File: src/rtl/cpu_mem_responder_if.sv
// cpu_mem_responder_if: CPU request bus plus SRAM port of the memory responder
interface cpu_mem_responder_if #(
  parameter int ADDR_W = 14
);
  logic req_i;
  logic read_i;
  logic write_i;
  logic [3:0] web_i;
  logic [31:0] addr_i;
  logic [31:0] data_i;
  logic [2:0] type_i;
  logic wait_o;
  logic [31:0] data_o;
  logic err_o;
  logic sram_ceb_o;
  logic [3:0] sram_web_o;
  logic [ADDR_W-1:0] sram_a_o;
  logic [31:0] sram_di_o;
  logic [31:0] sram_do_i;
  modport master (
    output req_i, read_i, write_i, web_i, addr_i, data_i, type_i, sram_do_i,
    input wait_o, data_o, err_o, sram_ceb_o, sram_web_o, sram_a_o, sram_di_o
  );
  modport slave (
    input req_i, read_i, write_i, web_i, addr_i, data_i, type_i, sram_do_i,
    output wait_o, data_o, err_o, sram_ceb_o, sram_web_o, sram_a_o, sram_di_o
  );
endinterface

File: src/rtl/cpu_mem_responder.sv
// cpu_mem_responder: CPU load/store to SRAM responder; define CPU_RSP_ERR_CHECK_EN to enable access-error checking
module cpu_mem_responder #(
  parameter int LATENCY = 2,
  parameter int ADDR_W = 14
) (
  input logic clk,
  input logic rst,
  cpu_mem_responder_if.slave bus
);
  typedef enum logic [1:0] {IDLE, BUSY, DONE} state_t;
  state_t state;
  logic [3:0] cnt;
  logic [ADDR_W+1:0] addr_q;
  logic [31:0] data_q;
  logic [31:0] sh;
  logic [31:0] ext;
  logic [2:0] type_q;
  logic wr_q;
  logic err_q;
  logic acc;
  logic err_in;
  assign acc = state == IDLE && bus.req_i && (bus.read_i || bus.write_i);
  assign bus.wait_o = acc || state == BUSY;
  assign bus.sram_a_o = addr_q[ADDR_W+1:2];
  assign bus.sram_di_o = data_q;
  assign sh = bus.sram_do_i >> {addr_q[1:0], 3'b000};
  // align the addressed lane down to bit 0, then extend per load type (unlisted codes load the whole word)
  always_comb
    ext = type_q == 3'b000 ? {{24{sh[7]}}, sh[7:0]} :
          type_q == 3'b001 ? {{16{sh[15]}}, sh[15:0]} :
          type_q == 3'b100 ? {24'd0, sh[7:0]} :
          type_q == 3'b101 ? {16'd0, sh[15:0]} : sh;
`ifdef CPU_RSP_ERR_CHECK_EN
  logic half;
  logic word;
  assign half = bus.type_i == 3'b001 || bus.type_i == 3'b101;
  assign word = !half && bus.type_i != 3'b000 && bus.type_i != 3'b100;
  assign err_in = |(bus.addr_i >> (ADDR_W + 2)) || (half && bus.addr_i[0]) || (word && |bus.addr_i[1:0]);
  // one-cycle error pulse lands in DONE of a flagged access
  always_ff @(posedge clk or posedge rst)
    if (rst) bus.err_o <= 1'b0;
    else bus.err_o <= state == BUSY && cnt == 4'd0 && err_q;
`else
  assign err_in = 1'b0;
  assign bus.err_o = 1'b0;
`endif
  // request FSM: latch in IDLE, strobe SRAM on the first BUSY cycle, capture on the last, settle in DONE
  always_ff @(posedge clk or posedge rst) begin
    if (rst) begin
      state <= IDLE;
      cnt <= 4'd0;
      addr_q <= '0;
      data_q <= 32'd0;
      type_q <= 3'd0;
      wr_q <= 1'b0;
      err_q <= 1'b0;
      bus.data_o <= 32'd0;
      bus.sram_ceb_o <= 1'b1;
      bus.sram_web_o <= 4'hF;
    end else begin
      bus.sram_ceb_o <= 1'b1;
      bus.sram_web_o <= 4'hF;
      case (state)
        IDLE: if (acc) begin
          state <= BUSY;
          cnt <= 4'(LATENCY - 1);
          addr_q <= bus.addr_i[ADDR_W+1:0];
          data_q <= bus.data_i;
          type_q <= bus.type_i;
          wr_q <= bus.write_i;
          err_q <= err_in;
          bus.sram_ceb_o <= err_in;
          bus.sram_web_o <= bus.write_i && !err_in ? bus.web_i : 4'hF;
        end
        BUSY: if (cnt == 4'd0) begin
          state <= DONE;
          if (!wr_q) bus.data_o <= err_q ? 32'd0 : ext;
        end else cnt <= cnt - 4'd1;
        default: state <= IDLE;
      endcase
    end
  end
endmodule

File: src/flat_wrapper.sv
// flat-port wrapper written by rule: the top's interface ports become plain ports
module cpu_mem_responder_flat 
#(
  parameter int LATENCY = 2,
  parameter int ADDR_W = 14
)
  (clk, rst, bus_req_i, bus_read_i, bus_write_i, bus_web_i, bus_addr_i, bus_data_i, bus_type_i, bus_sram_do_i, bus_wait_o, bus_data_o, bus_err_o, bus_sram_ceb_o, bus_sram_web_o, bus_sram_a_o, bus_sram_di_o);
  cpu_mem_responder_if #(.ADDR_W(ADDR_W)) bus_i ();
  input logic clk;
  input logic rst;
  input wire logic [$bits(bus_i.req_i)-1:0] bus_req_i;
  input wire logic [$bits(bus_i.read_i)-1:0] bus_read_i;
  input wire logic [$bits(bus_i.write_i)-1:0] bus_write_i;
  input wire logic [$bits(bus_i.web_i)-1:0] bus_web_i;
  input wire logic [$bits(bus_i.addr_i)-1:0] bus_addr_i;
  input wire logic [$bits(bus_i.data_i)-1:0] bus_data_i;
  input wire logic [$bits(bus_i.type_i)-1:0] bus_type_i;
  input wire logic [$bits(bus_i.sram_do_i)-1:0] bus_sram_do_i;
  output wire logic [$bits(bus_i.wait_o)-1:0] bus_wait_o;
  output wire logic [$bits(bus_i.data_o)-1:0] bus_data_o;
  output wire logic [$bits(bus_i.err_o)-1:0] bus_err_o;
  output wire logic [$bits(bus_i.sram_ceb_o)-1:0] bus_sram_ceb_o;
  output wire logic [$bits(bus_i.sram_web_o)-1:0] bus_sram_web_o;
  output wire logic [$bits(bus_i.sram_a_o)-1:0] bus_sram_a_o;
  output wire logic [$bits(bus_i.sram_di_o)-1:0] bus_sram_di_o;
  assign bus_i.req_i = bus_req_i;
  assign bus_i.read_i = bus_read_i;
  assign bus_i.write_i = bus_write_i;
  assign bus_i.web_i = bus_web_i;
  assign bus_i.addr_i = bus_addr_i;
  assign bus_i.data_i = bus_data_i;
  assign bus_i.type_i = bus_type_i;
  assign bus_i.sram_do_i = bus_sram_do_i;
  assign bus_wait_o = bus_i.wait_o;
  assign bus_data_o = bus_i.data_o;
  assign bus_err_o = bus_i.err_o;
  assign bus_sram_ceb_o = bus_i.sram_ceb_o;
  assign bus_sram_web_o = bus_i.sram_web_o;
  assign bus_sram_a_o = bus_i.sram_a_o;
  assign bus_sram_di_o = bus_i.sram_di_o;
  cpu_mem_responder #(.LATENCY(LATENCY), .ADDR_W(ADDR_W)) u_core (.clk(clk), .rst(rst), .bus(bus_i));
endmodule
File: config.mk
export PLATFORM = sky130hd
export DESIGN_NAME = cpu_mem_responder_flat
export DESIGN_NICKNAME = d
export VERILOG_FILES = /design/src/rtl/cpu_mem_responder_if.sv /design/src/rtl/cpu_mem_responder.sv /design/src/flat_wrapper.sv
export SDC_FILE = /design/constraint.sdc
export NUM_CORES = 1
export LEC_CHECK = 0
export ABC_AREA = 0
export BUFFER_PORTS_ARGS = -buffer_cell sky130_fd_sc_hd__buf_2
export CAP_MARGIN = 20
export CORE_MARGIN = 2
export CORE_UTILIZATION = 24
export CTS_BUF_LIST = sky130_fd_sc_hd__clkbuf_2 sky130_fd_sc_hd__clkbuf_4 sky130_fd_sc_hd__clkbuf_8
export DETAILED_ROUTE_END_ITERATION = 8
export HOLD_SLACK_MARGIN = 0.1
export PLACE_DENSITY = 0.44
export SETUP_SLACK_MARGIN = 0.4
export SLEW_MARGIN = 40
export SYNTH_ARGS = -nofsm -noshare
export SYNTH_HDL_FRONTEND = slang
export SYNTH_SLANG_ARGS = --single-unit
File: constraint.sdc
create_clock -name clk -period 7.4 [get_ports clk]
set_input_delay 0.37 -clock clk [delete_from_list [all_inputs] [get_ports clk]]
set_output_delay 0.37 -clock clk [all_outputs]
set_load 0.05 [all_outputs]
==> flow_metrics.tcl, run 1 <==
set metrics [dict create \
    synth_edf_count 0 \
    firstDrtPassIters 4 \
    yosysWarnings 0 \
    start_util_pct 24.5 \
    synth_flop_cell "dfrtp_1" \
    start_kind "flip-flop" \
    area_growth_pct 27.4 \
    fin_crit_ns 2.65 \
    p_per_area_nw_per_um2 514 \
    num_vias 3749 \
    slew_viol_final 0 \
    die-area_sq_um 19500 \
    wire_per_inst_microns 14.6 \
    ys_seq_area_share_pct 54.0 \
    power.switching_mw 1.55 \
    synth_area_leaders "dfrtp_1 51%, nand2_1 14%, o21ai_0 5.0%" \
    synth_top_cell_by_area "dfrtp_1" \
    rsz0062_at_grt "no" \
    rows 49 \
    place_hpwl_microns 9000 \
    tritoncts.num_buffers 9 \
    htree_levels 3 \
    tns_ns 0 \
    drc 0 \
    clock_sinks 95 \
    gr-usage-met3_pct 3.79 \
    outcome "completed" \
    path_clk_slew_ns 0.11 \
    hold_ws_ns 0.167 \
    grtUsageMet2_pct 21.4 \
    top_level_ports 193 \
    core_sq_um 18000 \
    routed_wl_microns 12500 \
    worstMarginPinSlew_ns 0.689 \
    total_power_mw 2.89 \
    grt_pass1_wl_microns 20000 \
    grt_overflow 0 \
    fillCellCount 1983 \
    ys_async_sr_fraction_pct 100 \
    grt_usage_pct 13.0 \
    synthesis.area_sq_um 4410 \
    synth_common_cells "165 x nand2_1, 90 x dfrtp_1, 44 x o21ai_0" \
    hold_path.class "in -> reg" \
    max-slew-margin-rel_pct 53.7 \
    cp.arrival_ns 2.91 \
    io_buffers 175 \
    drive_above_1_share_pct 36.8 \
    cts_tree "built" \
    drt_iter0_drc 257 \
    pwr-share-seq_pct 31.2 \
    end_kind "flip-flop" \
    grt_pass1_vias 3730 \
    synthDistinctLibCells 37 \
    antenna_found_initial 3 \
    path_class "reg -> reg" \
    fin_crit_sh_pct 35.8 \
    grt_util_met1_pct 16.3 \
    cap_violations 0 \
    nNetsFinal 730 \
    worstPathMaxFanout 24 \
    cts_setup_buffers 0 \
    cellLeakagePower_nw 2.82 \
    setup_viol 0 \
    yosysMostFrequentCell "nand2_1" \
    grt_max_degree 64 \
    peakVddDrop_mv 0.270 \
    p_int_mw 1.34 \
    power_frac_comb_pct 56.2 \
    cts_max_path_buffers 2 \
    synth_top_area_share_pct 51.0 \
    clock_latency_ns 0.38 \
    switching_share_pct 53.6 \
    die_h_microns 140 \
    skew_ns 0.00851 \
    fmax_mhz 378 \
    ys_ff_latch 95 \
    cts-root-buf "clkbuf_8" \
    syn_avg_cell_area_sq_um 9.39 \
    die_w_microns 140 \
    cts_resized 0 \
    ant_nets 0 \
    hold_viol 0 \
    via_per_inst 4.38 \
    top_usage_layer "met2" \
    whs_path_depth 3 \
    r2r_cells 5 \
    netlist_instances 470 \
    pwr-share-clk_pct 12.6 \
    cp.required_ns 7.66 \
    synth_nets 580 \
    gp_congestion 0.815 \
]
[sequential cells by signal, summed over array words and instances (netlist names)]
signal	count
u_core.bus.data_o	32
u_core.type_q	3
u_core.bus.sram_ceb_o	1
u_core.wr_q	1
u_core.state	2
u_core.bus.sram_di_o	32
u_core.addr_q	16
u_core.cnt	4
u_core.bus.sram_web_o	4
[metrics by stage]
| stage | instance area [sq um] | util, % | setup slack (ns) | instances |
|---|---|---|---|---|
| after CTS | 5610 | 31.1 | 4.72 | 854 |
| after detailed placement | 5400 | 30.0 | 4.74 | 837 |
| final | 5620 | 31.2 | 4.75 | 856 |
| after global placement | 5390 | 29.9 | 4.78 | 837 |
| after global routing | 5620 | 31.2 | 4.52 | 856 |
| after floorplan | 4410 | - | 4.56 | 470 |
[layer usage]
metal | routed length, microns | part of all wire (%)
met1 | 5310 | 42
met5 | 13 | 0.10
met3 | 711 | 5.7
met2 | 6220 | 50
met4 | 240 | 1.9
[worst max-delay path, stage by stage (launching register included)]
cell	delay [ns]
dfrtp_1	0.60
buf_4	0.36
mux4_2	0.59
a2111o_1	0.69
o21ai_0	0.19
o21ai_0	0.10
[final cells by class]
cell class,instances,area [sq um],share of cell area [%]
flip-flops and latches,95,2380,42.4
diodes,2,5.00,0.0890
well taps,229,287,5.10
multi-input cells,328,1790,31.9
clock buffers,9,124,2.20
inverters,5,23.8,0.423
clock inverters,7,78.8,1.40
repair buffers,181,927,16.5
[timing repair]
action,CTS,global route
hold buffers,1,0
hold endpoints to repair,32,0
setup endpoints to repair,0,0
[worst paths after layout]
kind,from,endpoint,slack (ns)
worst max-delay path,u_core.addr_q[0]$_DFFE_PP0P_,u_core.bus.data_o[30]$_DFFE_PP0P_,4.75
worst min-delay path,bus_data_i[6],u_core.bus.sram_di_o[6]$_DFFE_PP0P_,0.17
worst max register to register,u_core.addr_q[0]$_DFFE_PP0P_,u_core.bus.data_o[30]$_DFFE_PP0P_,4.75
worst min register to register,u_core.bus.sram_di_o[5]$_DFFE_PP0P_,u_core.bus.sram_di_o[5]$_DFFE_PP0P_,0.48
max in group asynchronous,rst,u_core.addr_q[1]$_DFFE_PP0P_,5.92
min in group asynchronous,rst,u_core.bus.sram_di_o[10]$_DFFE_PP0P_,0.53
[power groups by stage]
| stage | Combinational, mW | Sequential, mW | Clock, mW |
|---|---|---|---|
| after CTS | 1.64 | 0.905 | 0.387 |
| final | 1.63 | 0.903 | 0.364 |
| after floorplan | 0.785 | 1.41 | 0 |
| after global routing | 1.76 | 0.938 | 0.405 |
| after global placement | 1.63 | 0.904 | 0 |
| after detailed placement | 1.64 | 0.910 | 0 |
[cells in the final DEF, fill, tap and decap left out, types with 3 or more instances in the layout]
cell type and instances:
buf_4 4, or2_2 4, buf_2 175, mux2_2 17, a2bb2oi_1 6, dfstp_2 5
clkbuf_8 9, nand2_1 165, o22a_1 8, nor3_1 4, nor2b_1 4, dfrtp_1 89
nor2_1 11, inv_1 3, o21ai_0 44, mux2i_1 14, a22oi_1 15, o21ai_1 12
[cells by family after synthesis]
group	Yosys count	synth area share, %
DFF	95	54.0
other	1	0.0850
AOI/OAI and AO/OA	93	13.0
adders and majority gates	2	0.567
buffers and inverters	47	5.75
muxes	32	8.02
xor gates and xnor gates	2	0.397
and+or+nand+nor	198	18.2
(Power assumes the default switching activity.)
==> run 2: changes to the inputs <==
Clock period 7.4 ns to 2.5 ns, I/O delays scaled along.
==> flow_metrics.tcl, run 2 (synthesis gave the netlist of run 1 again) <==
set metrics [dict create \
    hold_path.class "in -> reg" \
    clock_latency_ns 0.38 \
    cts_tree "built" \
    crit_start "u_core.cnt[0]$_DFFE_PP0P_" \
    p_per_area_nw_per_um2 1390 \
    nNetsFinal 801 \
    cap_violations 0 \
    antenna_found_initial 0 \
    clock_sinks 95 \
    firstDrtPassIters 4 \
    total_power_mw 8.76 \
    io_buffers 175 \
    top_level_ports 193 \
    cp.arrival_ns 2.26 \
    final_cells 925 \
    rsz0062_at_grt "no" \
    final_common_cell "buf_2" \
    start_util_pct 24.5 \
    place_inst 843 \
    fin_ws_ns 0.504 \
    grt_overflow 0 \
    htree_levels 3 \
    area_growth_pct 43.2 \
    cts-root-buf "clkbuf_8" \
    path_clk_slew_ns 0.10 \
    via_per_inst 4.46 \
    hold_viol 0 \
    die-area_sq_um 19500 \
    ant_nets 0 \
    worstPathMaxFanout 12 \
    cp.required_ns 2.77 \
    hp-start "bus_sram_do_i[28]" \
    grt_usage_pct 13.7 \
    fmax_mhz 501 \
    final_cell_mix "175 x buf_2, 165 x nand2_1, 90 x dfrtp_1" \
    grt_max_degree 52 \
    cts_max_path_buffers 2 \
    end_kind "flip-flop" \
    core_sq_um 18000 \
    die_w_microns 140 \
    cellLeakagePower_nw 3.11 \
    fin_crit_sh_pct 79.8 \
    postLayoutCoreUtil_pct 35.1 \
    antennaDiodeCount 0 \
    drc 0 \
    slew_viol_final 0 \
    outcome "completed" \
    grt_pass1_vias 4100 \
    fin_crit_ns 2.00 \
    max-slew-margin-rel_pct 50.0 \
    worstMarginPinSlew_ns 0.745 \
    place_ws_ns 0.297 \
    num_vias 4125 \
    tns_ns 0 \
    drt_iter0_drc 206 \
    drive_above_1_share_pct 34.8 \
    timing.rr.start "u_core.cnt[0]$_DFFE_PP0P_" \
    rows 49 \
    place_hpwl_microns 9340 \
    wire_per_inst_microns 14.8 \
    grt_pass1_wl_microns 21400 \
    skew_ns 0.0104 \
    peakVddDrop_mv 0.835 \
    gp_congestion 0.774 \
    tritoncts.num_buffers 9 \
    path_class "reg -> reg" \
    routed_wl_microns 13700 \
    start_kind "flip-flop" \
    die_h_microns 140 \
    setup_viol 0 \
]
==> run 2: metal layers <==
layer | share of wire (%) | GRT usage [%]
met5 | 0 | 0
met3 | 5.5 | 2.89
met4 | 1.9 | 5.58
met2 | 49 | 22.1
met1 | 44 | 17.9
==> run 2: area by class of cell <==
type,instances,area [sq um]
fill,1893,11700
clock inverter,7,62.6
sequential,95,2380
multi-input combinational,330,1820
tap,229,287
clock buffer,9,124
timing repair buffer,250,1620
inverter,5,22.5
==> run 2: stage by stage <==
stage | hold slack [ns] | area, sq um
final | 0.133 | 6320
after global routing | 0.121 | 6320
after CTS | 0.103 | 6250
after detailed placement | 0.318 | 5460
after global placement | 0.314 | 5450
after floorplan | 0.230 | 4420
==> run 2: critical path: stages, from the launching register on <==
cell and delay [ns]:
dfrtp_1 0.39, inv_1 0.10, ha_1 0.14, or3b_4 0.44, a2111o_2 0.60, o22a_1 0.22
==> run 2: what timing repair did <==
item	CTS	global route
resized for setup	1	3
cloned	0	3
pin swaps	1	2
buffers inserted	0	2
endpoints found under the hold margin	150	0
endpoints found under the setup margin	24	32
hold buffers	61	0
==> run 2: final timing paths <==
check | slack (ns) | cells after the start | end
max | 0.50 | 5 | u_core.bus.data_o[12]$_DFFE_PP0P_
min reg2reg | 0.48 | 2 | u_core.addr_q[6]$_DFFE_PP0P_
max in group asynchronous | 1.53 | 4 | u_core.bus.data_o[3]$_DFFE_PP0P_
min | 0.13 | 3 | u_core.bus.data_o[28]$_DFFE_PP0P_
min in group asynchronous | 0.48 | 4 | u_core.addr_q[12]$_DFFE_PP0P_
max reg2reg | 0.50 | 5 | u_core.bus.data_o[12]$_DFFE_PP0P_
==> run 2: power by group <==
part / switching (mW) / internal, mW
clock: 0.622 / 0.383
sequential: 0.425 / 2.20
combinational: 3.68 / 1.45
==> run 3: changes to the inputs <==
Clock period 2.5 ns to 1.85 ns, I/O delays scaled along.
==> flow_metrics.tcl, run 3 (synthesis gave the netlist of run 1 again) <==
set metrics [dict create \
    outcome "complete, but fails checks" \
    violations "setup timing" \
    hold_path.class "in -> reg" \
    hold_viol 0 \
    worstMarginPinSlew_ns 0.553 \
    nNetsFinal 814 \
    die_w_microns 140 \
    place_inst 849 \
    r2r_slack_ns -0.008 \
    total_power_mw 12.5 \
    antenna_found_initial 0 \
    drive_above_1_share_pct 36.4 \
    start_kind "flip-flop" \
    final_common_cell "buf_2" \
    p_per_area_nw_per_um2 1890 \
    tritoncts.num_buffers 9 \
    fin_crit_ns 1.86 \
    place_hpwl_microns 9430 \
    path_cells "inv_2 > ha_1 > or3b_4 > buf_4 > buf_6 > buf_6 > nand2_4 > nand2_4 > mux2_4" \
    fin_ws_ns -0.00815 \
    r2r_cells 9 \
    final_cell_mix "175 x buf_2, 163 x nand2_1, 90 x dfrtp_1" \
    clock_sinks 95 \
    fillCellCount 1875 \
    hold_ws_ns 0.106 \
    die-area_sq_um 19500 \
    grt_overflow 0 \
    cellLeakagePower_nw 3.28 \
    antennaDiodeCount 0 \
    die_h_microns 140 \
    critPathBufInv 4 \
    rsz0062_at_grt "yes" \
    htree_levels 3 \
    cp.required_ns 2.11 \
    max-slew-margin-rel_pct 63.1 \
    skew_ns 0.00887 \
    worstSetupEndpoint "u_core.cnt[0]$_DFFE_PP0P_" \
    crit_path_max_incr_delay_ns 0.40 \
    peakVddDrop_mv 0.779 \
    gp_congestion 0.772 \
    wire_per_inst_microns 14.6 \
    cp.arrival_ns 2.12 \
    postLayoutCoreUtil_pct 36.9 \
    area_growth_pct 50.6 \
    path_clk_slew_ns 0.10 \
    path_class "reg -> reg" \
    ant_nets 0 \
    cap_violations 0 \
    crit_start "u_core.cnt[0]$_DFFE_PP0P_" \
    via_per_inst 4.42 \
    cts_tree "built" \
    critical_path_depth 9 \
    clock_latency_ns 0.37 \
    rr_endpoint "u_core.cnt[0]$_DFFE_PP0P_" \
    routed_wl_microns 13700 \
    critical_path.top_delay_family "simple AND/OR/NAND/NOR gates" \
    final_cells 938 \
    slew_viol_final 0 \
    start_util_pct 24.5 \
    fin_crit_sh_pct 100 \
    grt_max_degree 42 \
    grt_pass1_vias 4311 \
    cts_max_path_buffers 2 \
    io_buffers 175 \
    top_level_ports 193 \
    num_vias 4146 \
    grt_usage_pct 14.1 \
    grt_pass1_wl_microns 22200 \
    core_sq_um 18000 \
    tns_ns -0.00815 \
    firstDrtPassIters 4 \
    setup_viol 1 \
    cts-root-buf "clkbuf_8" \
    crit_path_top_delay_cell "dfrtp_1" \
    rows 49 \
    worstPathMaxFanout 4 \
    drt_iter0_drc 142 \
    drc 0 \
    end_kind "flip-flop" \
    fmax_mhz 538 \
    timing.rr.start "u_core.cnt[0]$_DFFE_PP0P_" \
]
[run 3: changes by cell type in the layout (fill, tap and decap cells not counted), sizes merged]
cell,change
dlygate4sd3,+2
a2111o,-2
buf,+13
clkinvlp,-1
inv,-3
clkbuf,+2
bufinv,+2
[run 3: report_power, final]
| group | leakage [nW] | internal (mW) | switching [mW] | total (mW) |
|---|---|---|---|---|
| Sequential | 1.12 | 2.98 | 0.573 | 3.55 |
| Clock | 0.117 | 0.816 | 0.772 | 1.59 |
| Combinational | 2.04 | 2.33 | 5.08 | 7.41 |
[run 3: area by class of cell]
class	count	area (sq um)	share of cell area, %
Clock inverter	5	78.8	1.19
Inverter	5	25.0	0.377
Clock buffer	11	145	2.18
Tap cell	229	287	4.31
Timing Repair Buffer	265	1880	28.3
Multi-Input combinational cell	328	1850	27.8
Sequential cell	95	2380	35.9
[run 3: repair_timing]
| action | in CTS | in global routing |
|---|---|---|
| hold buffers | 63 | 0 |
| cloned | 0 | 1 |
| setup endpoints to repair | 37 | 80 |
| endpoints found under the hold margin | 89 | 0 |
| pin swaps | 1 | 0 |
| setup buffers | 3 | 5 |
| resized for setup | 8 | 14 |
[run 3: stage by stage]
| stage | instance area (sq um) | setup slack [ns] |
|---|---|---|
| CTS | 6520 | 0.00641 |
| finish | 6650 | -0.00815 |
| detailed placement | 5620 | -0.00945 |
| global route | 6650 | -0.0597 |
| global placement | 5620 | 0.0291 |
| floorplan | 4450 | 0.00931 |
[run 3: metal layers]
metal / up-vias / GRT usage (%) / part of all wire [%]
met2: 115 / 24.0 / 49
met1: 1994 / 18.0 / 45
li1: 2026 / - / -
met4: 0 / 3.42 / 1.0
met3: 11 / 3.58 / 5.1
met5: - / 0 / 0
[run 3: tightest hold or removal path: stages]
cell and delay [ns]:
buf_2 0.14, a22oi_1 0.08, o21ai_1 0.13
[run 3: worst min-delay path by stage]
stage                                  from  slack (ns)                                 to  cells after the start
after CTS                 bus_sram_do_i[31]        0.08  u_core.bus.data_o[31]$_DFFE_PP0P_                      3
after detailed placement                rst        0.28  u_core.bus.data_o[10]$_DFFE_PP0P_                      2
after global routing      bus_sram_do_i[31]        0.14  u_core.bus.data_o[31]$_DFFE_PP0P_                      3
after global placement                  rst        0.27   u_core.bus.data_o[9]$_DFFE_PP0P_                      2
after floorplan               bus_addr_i[0]        0.20       u_core.addr_q[0]$_DFFE_PP0P_                      2
final                     bus_sram_do_i[31]        0.11  u_core.bus.data_o[31]$_DFFE_PP0P_                      3
